$ cat src/rtl/pc_gen.sv
// Program-counter generator: sequential fetch, branch/JAL/JALR/trap redirect,
// misaligned-target trap diversion, redirect counter. PC_TRACE_EN adds a redirect trace buffer.
module pc_gen #(
  parameter int unsigned     XLEN         = 32,
  parameter logic [XLEN-1:0] RESET_VECTOR = '0,
  parameter logic [XLEN-1:0] TRAP_VECTOR  = XLEN'(32'h100),
  parameter int unsigned     CNT_W        = 16,
  parameter int unsigned     TRACE_DEPTH  = 8
) (
  input  logic                            i_clk,
  input  logic                            i_rst,
  input  logic                            i_stall,
  input  logic                            i_branch_en,
  input  logic                            i_jal_en,
  input  logic                            i_jalr_en,
  input  logic [XLEN-1:0]                 i_imm,
  input  logic [XLEN-1:0]                 i_rs1,
  input  logic                            i_trap,
  output logic [XLEN-1:0]                 o_pc,
  output logic [XLEN-1:0]                 o_pc_plus4,
  output logic                            o_misaligned,
  output logic [XLEN-1:0]                 o_bad_target,
  output logic [CNT_W-1:0]                o_redirect_cnt
`ifdef PC_TRACE_EN
  ,
  input  logic [$clog2(TRACE_DEPTH)-1:0]  i_trace_idx,
  output logic [XLEN-1:0]                 o_trace_pc,
  output logic [$clog2(TRACE_DEPTH):0]    o_trace_cnt
`endif
);

  localparam int unsigned     IDX_W     = $clog2(TRACE_DEPTH);
  localparam logic [XLEN-1:0] JALR_MASK = ~XLEN'(1);
  localparam logic [CNT_W-1:0] CNT_MAX  = {CNT_W{1'b1}};

  // Trace ring indexing relies on natural pointer wrap.
  if ((TRACE_DEPTH < 2) || ((TRACE_DEPTH & (TRACE_DEPTH - 1)) != 0)) begin : g_bad_depth
    $error("pc_gen: TRACE_DEPTH must be a power of two >= 2");
  end

  logic [XLEN-1:0]  pc_q, pc_d;
  logic [XLEN-1:0]  bad_q, bad_d;
  logic             mis_q, mis_d;
  logic [CNT_W-1:0] cnt_q, cnt_d;

  logic [XLEN-1:0]  pc_plus4;
  logic [XLEN-1:0]  jalr_tgt;
  logic [XLEN-1:0]  rel_tgt;
  logic [XLEN-1:0]  target;
  logic             redirect;
  logic             target_mis;
  logic             record;

  assign pc_plus4 = pc_q + XLEN'(4);
  assign jalr_tgt = (i_rs1 + i_imm) & JALR_MASK;
  assign rel_tgt  = pc_q + i_imm;

  // Next-PC selection: trap > stall > jalr > jal/branch > sequential.
  always_comb begin
    pc_d       = pc_q;
    bad_d      = bad_q;
    mis_d      = 1'b0;
    cnt_d      = cnt_q;
    record     = 1'b0;
    redirect   = i_jalr_en | i_jal_en | i_branch_en;
    target     = i_jalr_en ? jalr_tgt : rel_tgt;
    target_mis = (target[1:0] != 2'b00);

    if (i_trap) begin
      pc_d = TRAP_VECTOR;
    end else if (!i_stall) begin
      if (redirect) begin
        if (target_mis) begin
          pc_d  = TRAP_VECTOR;
          mis_d = 1'b1;
          bad_d = target;
        end else begin
          pc_d   = target;
          record = 1'b1;
          if (cnt_q != CNT_MAX) cnt_d = cnt_q + CNT_W'(1);
        end
      end else begin
        pc_d = pc_plus4;
      end
    end
  end

  always_ff @(posedge i_clk) begin
    if (i_rst) begin
      pc_q  <= RESET_VECTOR;
      bad_q <= '0;
      mis_q <= 1'b0;
      cnt_q <= '0;
    end else begin
      pc_q  <= pc_d;
      bad_q <= bad_d;
      mis_q <= mis_d;
      cnt_q <= cnt_d;
    end
  end

  assign o_pc           = pc_q;
  assign o_pc_plus4     = pc_plus4;
  assign o_misaligned   = mis_q;
  assign o_bad_target   = bad_q;
  assign o_redirect_cnt = cnt_q;

`ifdef PC_TRACE_EN
  logic [XLEN-1:0]  trace_mem [TRACE_DEPTH];
  logic [IDX_W-1:0] wr_ptr_q;
  logic [IDX_W:0]   trace_cnt_q;
  logic [IDX_W-1:0] rd_ptr;

  // Storage carries no reset; the valid count gates every read.
  always_ff @(posedge i_clk) begin
    if (!i_rst && record) trace_mem[wr_ptr_q] <= pc_q;
  end

  always_ff @(posedge i_clk) begin
    if (i_rst) begin
      wr_ptr_q    <= '0;
      trace_cnt_q <= '0;
    end else if (record) begin
      wr_ptr_q <= wr_ptr_q + IDX_W'(1);
      if (trace_cnt_q != (IDX_W + 1)'(TRACE_DEPTH)) trace_cnt_q <= trace_cnt_q + (IDX_W + 1)'(1);
    end
  end

  // Index 0 is the newest entry, one behind the write pointer.
  assign rd_ptr      = wr_ptr_q - IDX_W'(1) - i_trace_idx;
  assign o_trace_pc  = ({1'b0, i_trace_idx} < trace_cnt_q) ? trace_mem[rd_ptr] : '0;
  assign o_trace_cnt = trace_cnt_q;
`else
  logic unused_record;
  assign unused_record = record;
`endif

endmodule
$ cat config.mk
export PLATFORM = sky130hd
export DESIGN_NAME = pc_gen
export DESIGN_NICKNAME = d
export VERILOG_FILES = /design/src/rtl/pc_gen.sv
export SDC_FILE = /design/constraint.sdc
export NUM_CORES = 1
export LEC_CHECK = 0
export CAP_MARGIN = 20
export CORE_UTILIZATION = 53
export CTS_BUF_LIST = sky130_fd_sc_hd__clkbuf_8
export CTS_CLUSTER_DIAMETER = 100
export CTS_CLUSTER_SIZE = 20
export DETAILED_ROUTE_END_ITERATION = 8
export GPL_TIMING_DRIVEN = 0
export PLACE_DENSITY = 0.89
export SYNTH_ARGS = -nofsm -noshare
export SYNTH_HDL_FRONTEND = slang
export SYNTH_SLANG_ARGS = --single-unit
$ cat constraint.sdc
create_clock -name i_clk -period 3.3 [get_ports i_clk]
set_clock_uncertainty 0.05 [all_clocks]
set_input_delay 0.495 -clock i_clk [delete_from_list [all_inputs] [get_ports i_clk]]
set_output_delay 0.495 -clock i_clk [all_outputs]
set_load 0.05 [all_outputs]
Yosys cells after proc, flatten, opt, wreduce, memory -nomap -nowiden
Index checks and enable logic that the tools add are counted.
{ "word_totals": {"ff_bits": 81, "inputBits": 71, "output_inout_bits": 113, "word_cells": 28} }
{ "op_classes": {"n_addsub": 4, "eq_ne": 2, "n_mux": 6, "n_bitwise": 6, "n_reduce_logical": 5} }
{ "op_table": {"columns": ["operator", "n"], "rows": [
  ["$mux W32", 3],
  ["$add A32 B32 Y32", 2],
  ["$add A32 B3 Y32 const B", 1],
  ["$mux W9", 2],
  ["$add A16 B1 Y16 const B", 1],
  ["$ne A16 B16 Y1 const B", 1],
  ["$reduce_and A5 Y1", 1],
  ["$not A1 Y1", 4],
  ["$reduce_and A4 Y1", 1],
  ["$reduce_or A4 Y1", 1],
  ["$ne A2 B1 Y1 const B", 1],
  ["$or A1 B1 Y1", 2],
  ["$reduce_bool A2 Y1", 1],
  ["$reduce_or A2 Y1", 1],
  ["$mux W1", 1]
]} }

Logic depth before layout (Yosys ltp)
Gate-level depths: netlist (run 1).
{ "logic_depth": {"word_depth": 7, "mapped_depth": 12, "ltp_nobuf": 12} }

Worst setup path before layout (run 1)
Ideal clock, no wire load.
{ "synth_path": {"path_type": "flip-flop to output port", "from": "register pc_q[4] (netlist: o_pc[4])", "to": "output port o_pc_plus4[30]", "t_arrival_ns": 2.793, "required_time_ns": 2.755, "path_slack_ns": -0.038, "path_stages_with_launch": 8, "n_path_buf": 1, "path_cell_list": "dfxtp_1 > and4_4 > and3_2 > buf_2 > nand3_1 > or2_1 > nor2_1 > xor2_1"} }
{ "synth_via": {"elab_chain_cells": 1} }
{ "synth_rtl": {"columns": ["element", "line", "text"], "rows": [
  ["start, declared", "41", "logic [XLEN-1:0] pc_q, pc_d;"],
  ["start signal, assigned", "95", "pc_q <= pc_d;"],
  ["$add A32 B3 Y32", "54", "assign pc_plus4 = pc_q + XLEN'(4);"],
  ["end, declared", "20", "output logic [XLEN-1:0] o_pc_plus4,"]
]} }
Every way passes these cells.

Final worst setup path (run 1)
{ "layout_path": {"from": "register pc_q[6] (netlist: o_pc[6])", "to": "output port o_pc_plus4[31]"} }
Same word-level chain as after synthesis.

==> flow_metrics.py, run 1 <==
metrics = {
    "cts": {
        "numCtsBuffers": 9,
        "clk_latency_ns": 0.37,
        "cts_root_buffer": "clkbuf_8",
        "cts_buffer_depth": 2,
        "cts_tree": "done",
        "cts_hold_buf": 0,
        "htreeDepth": 3,
        "cts.clk_slew.worst_paths_ns": 0.10,
        "cts.sinks": 81,
    },
    "timing": {
        "max-slew-margin-rel_pct": 39.6,
        "clock.fmax_mhz": 309,
        "final.min_clock_period_ns": 3.24,
        "worstMarginPinSlew_ns": 0.906,
        "hold_viol": 0,
        "hold_slack_ns": 0.424,
        "worst_slack_ns": 0.0612,
        "fin_crit_sh_pct": 98.1,
        "setup_viol": 0,
        "slew_viol_final": 0,
    },
    "synthesis": {
        "synth_nets": 1172,
        "synthMuxAreaShare_pct": 2.45,
        "seq_area_frac_synth_pct": 20.7,
        "synth_top_family_by_area": "compound AO/OA/AOI/OAI gates",
        "yosys.area_share.xor_xnor_pct": 10.3,
        "synthArstFlopShare_pct": 0,
        "yosys_warnings": 0,
        "synth_top_area_cell": "dfxtp_1",
        "syn-cell-area_mm2": 0.00781,
        "synth_edf_count": 0,
        "ys_ff_latch": 81,
        "synthesis.instances": 1036,
        "synthFlopType": "dfxtp_1",
        "synth_area_per_cell_um2": 7.54,
        "yosys.area_share.simple_pct": 22.4,
        "synthDistinctLibCells": 87,
        "synth_top_area_share_pct": 20.7,
        "synth_compound_area_share_pct": 29.0,
        "synth.area.top_cells": "dfxtp_1 (21%), ha_1 (10%), a21oi_1 (6.3%)",
        "yosys.area_share.adder_pct": 10.6,
    },
    "worst_setup_path": {
        "worstPathArrival_ns": 2.69,
        "startpoint_type": "flip-flop",
        "endpoint_kind": "output port",
        "cpMostUsedCell": "and4_4",
        "critPathMaxStageDelay_ns": 0.58,
        "worst-path-max-fanout": 6,
        "critPathSlowestCell": "or4_4",
        "cp.buffers_inverters": 1,
        "crit_type": "flip-flop to output port",
        "worstPathCellList": "and4_4, and4_4, and2_4, nand2_2, or4_4, xnor2_2, buf_2",
        "cp_top_family": "simple AND/OR/NAND/NOR gates",
        "cp_data_required_time_ns": 2.75,
    },
    "place": {
        "hpwlAfterDp_um": 22500,
        "dpl_worst_slack_ns": -0.634,
        "io_buffer_count": 181,
        "placed_area_mm2": 0.00986,
        "placed_cells": 1401,
        "finalWeightedCongestion": 0.951,
    },
    "hold_path": {
        "hold_class": "flip-flop to flip-flop",
    },
    "routing": {
        "dr_total_vias": 9272,
        "dr.pass1.iters": 6,
        "wire_per_inst_um": 20.6,
        "ant_nets": 0,
        "drt_iter0_markers": 1125,
        "detail_route.wirelength_um": 29300,
        "drc": 0,
        "vias_per_cell": 6.50,
    },
    "grt": {
        "grt_use_total_pct": 37.2,
        "grt_pass1_wl_um": 43300,
        "grt_pass1_vias": 8282,
        "grt_max_degree": 18,
        "antenna_found_initial": 0,
        "grt.overflow.total": 0,
    },
    "layout": {
        "antenna_cells": 0,
        "fin_nets": 1373,
        "instances_no_fill": 1426,
        "drive_gt1_share_pct": 11.9,
        "final_cell_mix": "clkdlybuf4s50_1 (159), nor2_1 (107), a21oi_1 (91), nand2_1 (89), dfxtp_1 (69)",
        "final_common_cell": "clkdlybuf4s50_1",
        "post-route-cell-area_mm2": 0.0104,
        "area_growth_syn_to_layout_pct": 32.8,
    },
    "floorplan": {
        "row_count": 44,
        "die_h_um": 123,
        "die_w_um": 123,
        "pin_count": 184,
        "initial_utilization_pct": 54.0,
        "core_mm2": 0.0145,
        "dieArea_mm2": 0.0152,
    },
    "run_status": {
        "outcome": "finished clean",
    },
    "pwr": {
        "p_leak_nw": 4.14,
        "worst_ir_drop_vdd_uv": 288,
        "power_density_mw_per_mm2": 320,
    },
    "flow_run": {
        "maxCapViolCount": 0,
    },
}
==> layout make-up <==
class,count,area [µm²]
multi-input combinational,874,6120
fill,1183,4100
timing repair buffer,192,1860
sequential,81,1640
buffer,52,240
tap,184,230
clock buffer,9,124
inverter,27,101
clock inverter,7,70.1
==> worst reg2reg max path: stages, from the launching register on <==
cell and delay (ns):
dfxtp_2 0.38, ha_2 0.22, inv_1 0.06, fa_1 0.39
nor2b_2 0.19, o2111ai_2 0.20, a32o_2 0.34, o21ai_2 0.16
a21oi_2 0.09, o31ai_2 0.29, xor2_1 0.32, nand2_1 0.10
a221oi_1 0.24
==> sequential cells by signal, indices dropped and copies added, names as in the netlist, named ones only <==
name and flops:
o_pc 30, o_bad_target 32, o_redirect_cnt 16, o_misaligned 1
==> final timing paths <==
path,from,endpoint,slack [ns],cells after the start
worst min register to register,o_bad_target[1],o_bad_target[1],0.42,2
worst min-delay path,o_bad_target[1],o_bad_target[1],0.42,2
worst max-delay path,o_pc[6],o_pc_plus4[31],0.06,7
worst max register to register,flip-flop,o_pc[28],0.15,12
==> per-layer routing <==
layer / track usage (%) / share of wire (%) / up-vias
li1: - / - / 4244
met1: 49.3 / 40 / 4239
met2: 57.9 / 44 / 649
met3: 5.30 / 9.8 / 140
met4: 20.3 / 6.0 / 0
met5: 0 / 0 / -
==> Yosys cell counts (all sizes together), types with 7 or more instances <==
cell type,number
and3,17
inv,27
nand2b,12
nor2,107
nand2,90
ha,63
clkbuf,35
or3,11
a31oi,15
nand4,24
xnor2,52
a21oi,100
o21a,13
dfxtp,81
nor3,22
o21ai,68
and2,9
a21o,23
o21bai,9
buf,17
a211oi,28
and4,7
mux2i,18
nor2b,8
a221oi,14
o211ai,15
o2111ai,7
nand3,31
xor2,39
==> kinds of logic (layout without fill, tap and decap cells) <==
| family | count (synthesis) | count (layout) |
|---|---|---|
| buf+inv | 81 | 287 |
| flops | 81 | 81 |
| xor+xnor | 91 | 91 |
| mux | 19 | 19 |
| compound gates | 342 | 342 |
| fa+ha+maj | 65 | 65 |
| simple gates | 357 | 357 |
==> report_power, final <==
part / internal (mW) / switching (mW)
Sequential: 1.02 / 0.0553
Clock: 0.296 / 0.437
Combinational: 0.561 / 0.953
==> repair_timing <==
| item | 4_1_cts | 5_1_grt |
|---|---|---|
| setup buffers | 5 | 6 |
| gates resized for setup | 60 | 68 |
| pin swaps | 5 | 12 |
| setup endpoints to repair | 36 | 52 |
==> stage by stage <==
stage	util, %	TNS [ns]	power, mW
final	71.7	0	3.32
after floorplan	-	0	2.02
after detailed placement	68.1	-21.73	2.50
after global placement	68.1	-18.87	2.48
after CTS	70.2	0	3.23
after global routing	71.7	-0.129	3.43
Power figures use the tool's default switching activity.
==> run 2, diff against run 1 <==
--- a/config.mk
+++ b/config.mk
@@ -6,6 +6,7 @@
 export NUM_CORES = 1
 export LEC_CHECK = 0
 export CAP_MARGIN = 20
+export CORE_ASPECT_RATIO = 0.8
 export CORE_UTILIZATION = 53
 export CTS_BUF_LIST = sky130_fd_sc_hd__clkbuf_8
 export CTS_CLUSTER_DIAMETER = 100
==> run 2 against run 1 <==
The flow now finishes with violations (negative setup slack). Routed wire length increased by 1.7%. First-iteration DRC count increased by 0.71%. Die area about the same. Critical path depth increased by 4. Cell area decreased by 0.37%. Non-clock buffer count unchanged. Hold slack got worse by 0.0062 ns. Power increased by 0.82%. Combinational power about the same. Cell count unchanged. Clock power increased by 5.2%. Sequential power about the same. Critical endpoint is now o_pc[31]. Highest routed layer unchanged.
==> flow_metrics.py, run 2 (synthesis results as in run 1) <==
metrics = {
    "worst_setup_path": {
        "r2r_start": "o_pc[2]",
        "startpoint_type": "primary input",
        "endpoint_kind": "flip-flop",
        "crit_start": "i_imm[15]",
        "worstPathCellList": "clkdlybuf4s50_1, ha_2, and3_2, and4_1, o2111ai_2, nand4_1, o211ai_2, mux2i_1, o31ai_1, nand3_1, a221oi_2",
        "crit_type": "primary input to flip-flop",
        "cp-endpoint": "o_pc[31]",
        "worst-path-max-fanout": 7,
        "r2r_slack_ns": 0.16,
        "worstPathArrival_ns": 3.56,
        "r2r_cells": 10,
        "cp_data_required_time_ns": 3.52,
        "worst-path-stages": 11,
        "critPathSlowestCell": "o31ai_1",
        "critPathMaxStageDelay_ns": 0.48,
        "cp.buffers_inverters": 1,
        "r2r-end": "o_pc[31]",
        "cp_top_family": "compound AO/OA/AOI/OAI gates",
    },
    "pwr": {
        "p_leak_nw": 4.15,
        "pwr-share-comb_pct": 44.9,
        "p_int_mw": 1.94,
        "switchingPower_mw": 1.41,
        "power.total_mw": 3.35,
        "p_seq_share_pct": 32.1,
        "p_sw_share_pct": 42.2,
        "p_clk_share_pct": 23.0,
        "power_density_mw_per_mm2": 324,
        "worst_ir_drop_vdd_uv": 304,
    },
    "cts": {
        "clk_latency_ns": 0.37,
        "htreeDepth": 3,
        "cts_root_buffer": "clkbuf_8",
        "cts.sinks": 81,
        "cts.clk_slew.worst_paths_ns": 0.09,
        "numCtsBuffers": 9,
        "cts_hold_buf": 0,
        "cts_tree": "done",
        "cts_buffer_depth": 2,
    },
    "routing": {
        "wl_met1_um": 12500,
        "highest_layer": "met4",
        "wire_per_inst_um": 20.9,
        "vias_per_cell": 6.50,
        "drt_iter0_markers": 1133,
        "detail_route.wirelength_um": 29900,
        "dr.pass1.iters": 7,
        "route.met3.wl_um": 3450,
        "ant_nets": 0,
        "dr_total_vias": 9269,
        "drc": 0,
        "dr_wl_met2_um": 12900,
    },
    "layout": {
        "final_common_cell": "clkdlybuf4s50_1",
        "area_growth_syn_to_layout_pct": 32.3,
        "fill_cells": 1133,
        "largest_register_ffs": 32,
        "antenna_cells": 0,
        "post-route-cell-area_mm2": 0.0103,
        "drive_gt1_share_pct": 10.8,
        "seq_area_mm2": 0.00164,
        "multi_input_area_mm2": 0.00607,
        "fin_nets": 1373,
        "final_cell_mix": "clkdlybuf4s50_1 (158), nor2_1 (107), a21oi_1 (94), nand2_1 (89), dfxtp_1 (71)",
    },
    "floorplan": {
        "row_count": 39,
        "initial_utilization_pct": 54.5,
        "die_w_um": 138,
        "core_mm2": 0.0143,
        "dieArea_mm2": 0.0152,
        "die_h_um": 111,
        "pin_count": 184,
    },
    "place": {
        "dpl_worst_slack_ns": -0.634,
        "placed_area_mm2": 0.00986,
        "io_buffer_count": 181,
        "finalWeightedCongestion": 1.00,
        "hpwlAfterDp_um": 23300,
    },
    "grt": {
        "grt_use_total_pct": 38.3,
        "grt_max_degree": 17,
        "grt_pass1_vias": 8335,
        "grt.overflow.total": 0,
        "antenna_found_initial": 0,
        "grt_pass1_wl_um": 44900,
    },
    "timing": {
        "setup_tns_ns": -0.0616,
        "clock.fmax_mhz": 299,
        "slew_viol_final": 0,
        "worst_slack_ns": -0.0448,
        "max-slew-margin-rel_pct": 37.2,
        "hold_slack_ns": 0.418,
        "worstMarginPinSlew_ns": 0.943,
        "setup_viol": 2,
        "rsz0062_at_grt": "yes",
        "final.min_clock_period_ns": 3.34,
        "hold_viol": 0,
        "fin_crit_sh_pct": 101,
    },
    "hold_path": {
        "hold_class": "flip-flop to flip-flop",
    },
    "run_status": {
        "violations": "negative setup slack",
        "outcome": "finished, violations left",
    },
    "flow_run": {
        "maxCapViolCount": 0,
    },
}
==> run 2: stage by stage <==
step	std cells	utilization (%)
after CTS	1423	71.0
after detailed placement	1401	68.8
after floorplan	1036	-
final	1426	72.1
after global placement	1401	68.8
after global routing	1426	72.1
==> run 2: final cells by class <==
cell class	instances	share of cell area (%)
clock inverter	7	0.798
multi-input combinational	874	58.7
sequential	81	15.8
tap	184	2.23
clock buffer	9	1.20
buffer	53	2.38
inverter	27	0.980
timing repair buffer	191	17.9
==> run 2: worst reg2reg max path, delay by kind of cell, from the launching register on <==
family	cells	cell delay, ns
AND/OR/NAND/NOR	3	0.44
AO/OA/AOI/OAI	6	1.80
adder cells (fa/ha/maj)	1	0.32
flip-flops	1	0.45
==> run 2: power by group through the flow <==
| stage | sequential (mW) | combinational, mW | clock [mW] |
|---|---|---|---|
| final | 1.08 | 1.50 | 0.771 |
| after global routing | 1.08 | 1.58 | 0.819 |
| after CTS | 1.07 | 1.43 | 0.768 |
| after detailed placement | 1.10 | 1.40 | 0 |
| after global placement | 1.10 | 1.39 | 0 |
| after floorplan | 1.24 | 0.782 | 0 |
==> run 2: what timing repair did <==
item	in CTS	in global routing
pin swaps	10	18
gates resized for setup	74	50
buffers inserted	6	4
endpoints found under the setup margin	36	55
==> run 2: how the worst min path moves through the flow <==
stage / startpoint / depth (start not counted) / endpoint
finish: o_bad_target[23] / 2 / o_bad_target[23]
global route: o_bad_target[1] / 2 / o_bad_target[1]
CTS: o_bad_target[1] / 2 / o_bad_target[1]
detailed placement: o_bad_target[1] / 2 / o_bad_target[1]
global placement: o_bad_target[1] / 2 / o_bad_target[1]
floorplan: i_stall / 2 / o_pc[15]
==> run 2: metal layers <==
metal	GRT usage [%]	up-vias
met1	54.0	4324
met3	6.66	84
met4	13.5	0
met2	58.1	620
met5	0	-
li1	-	4241
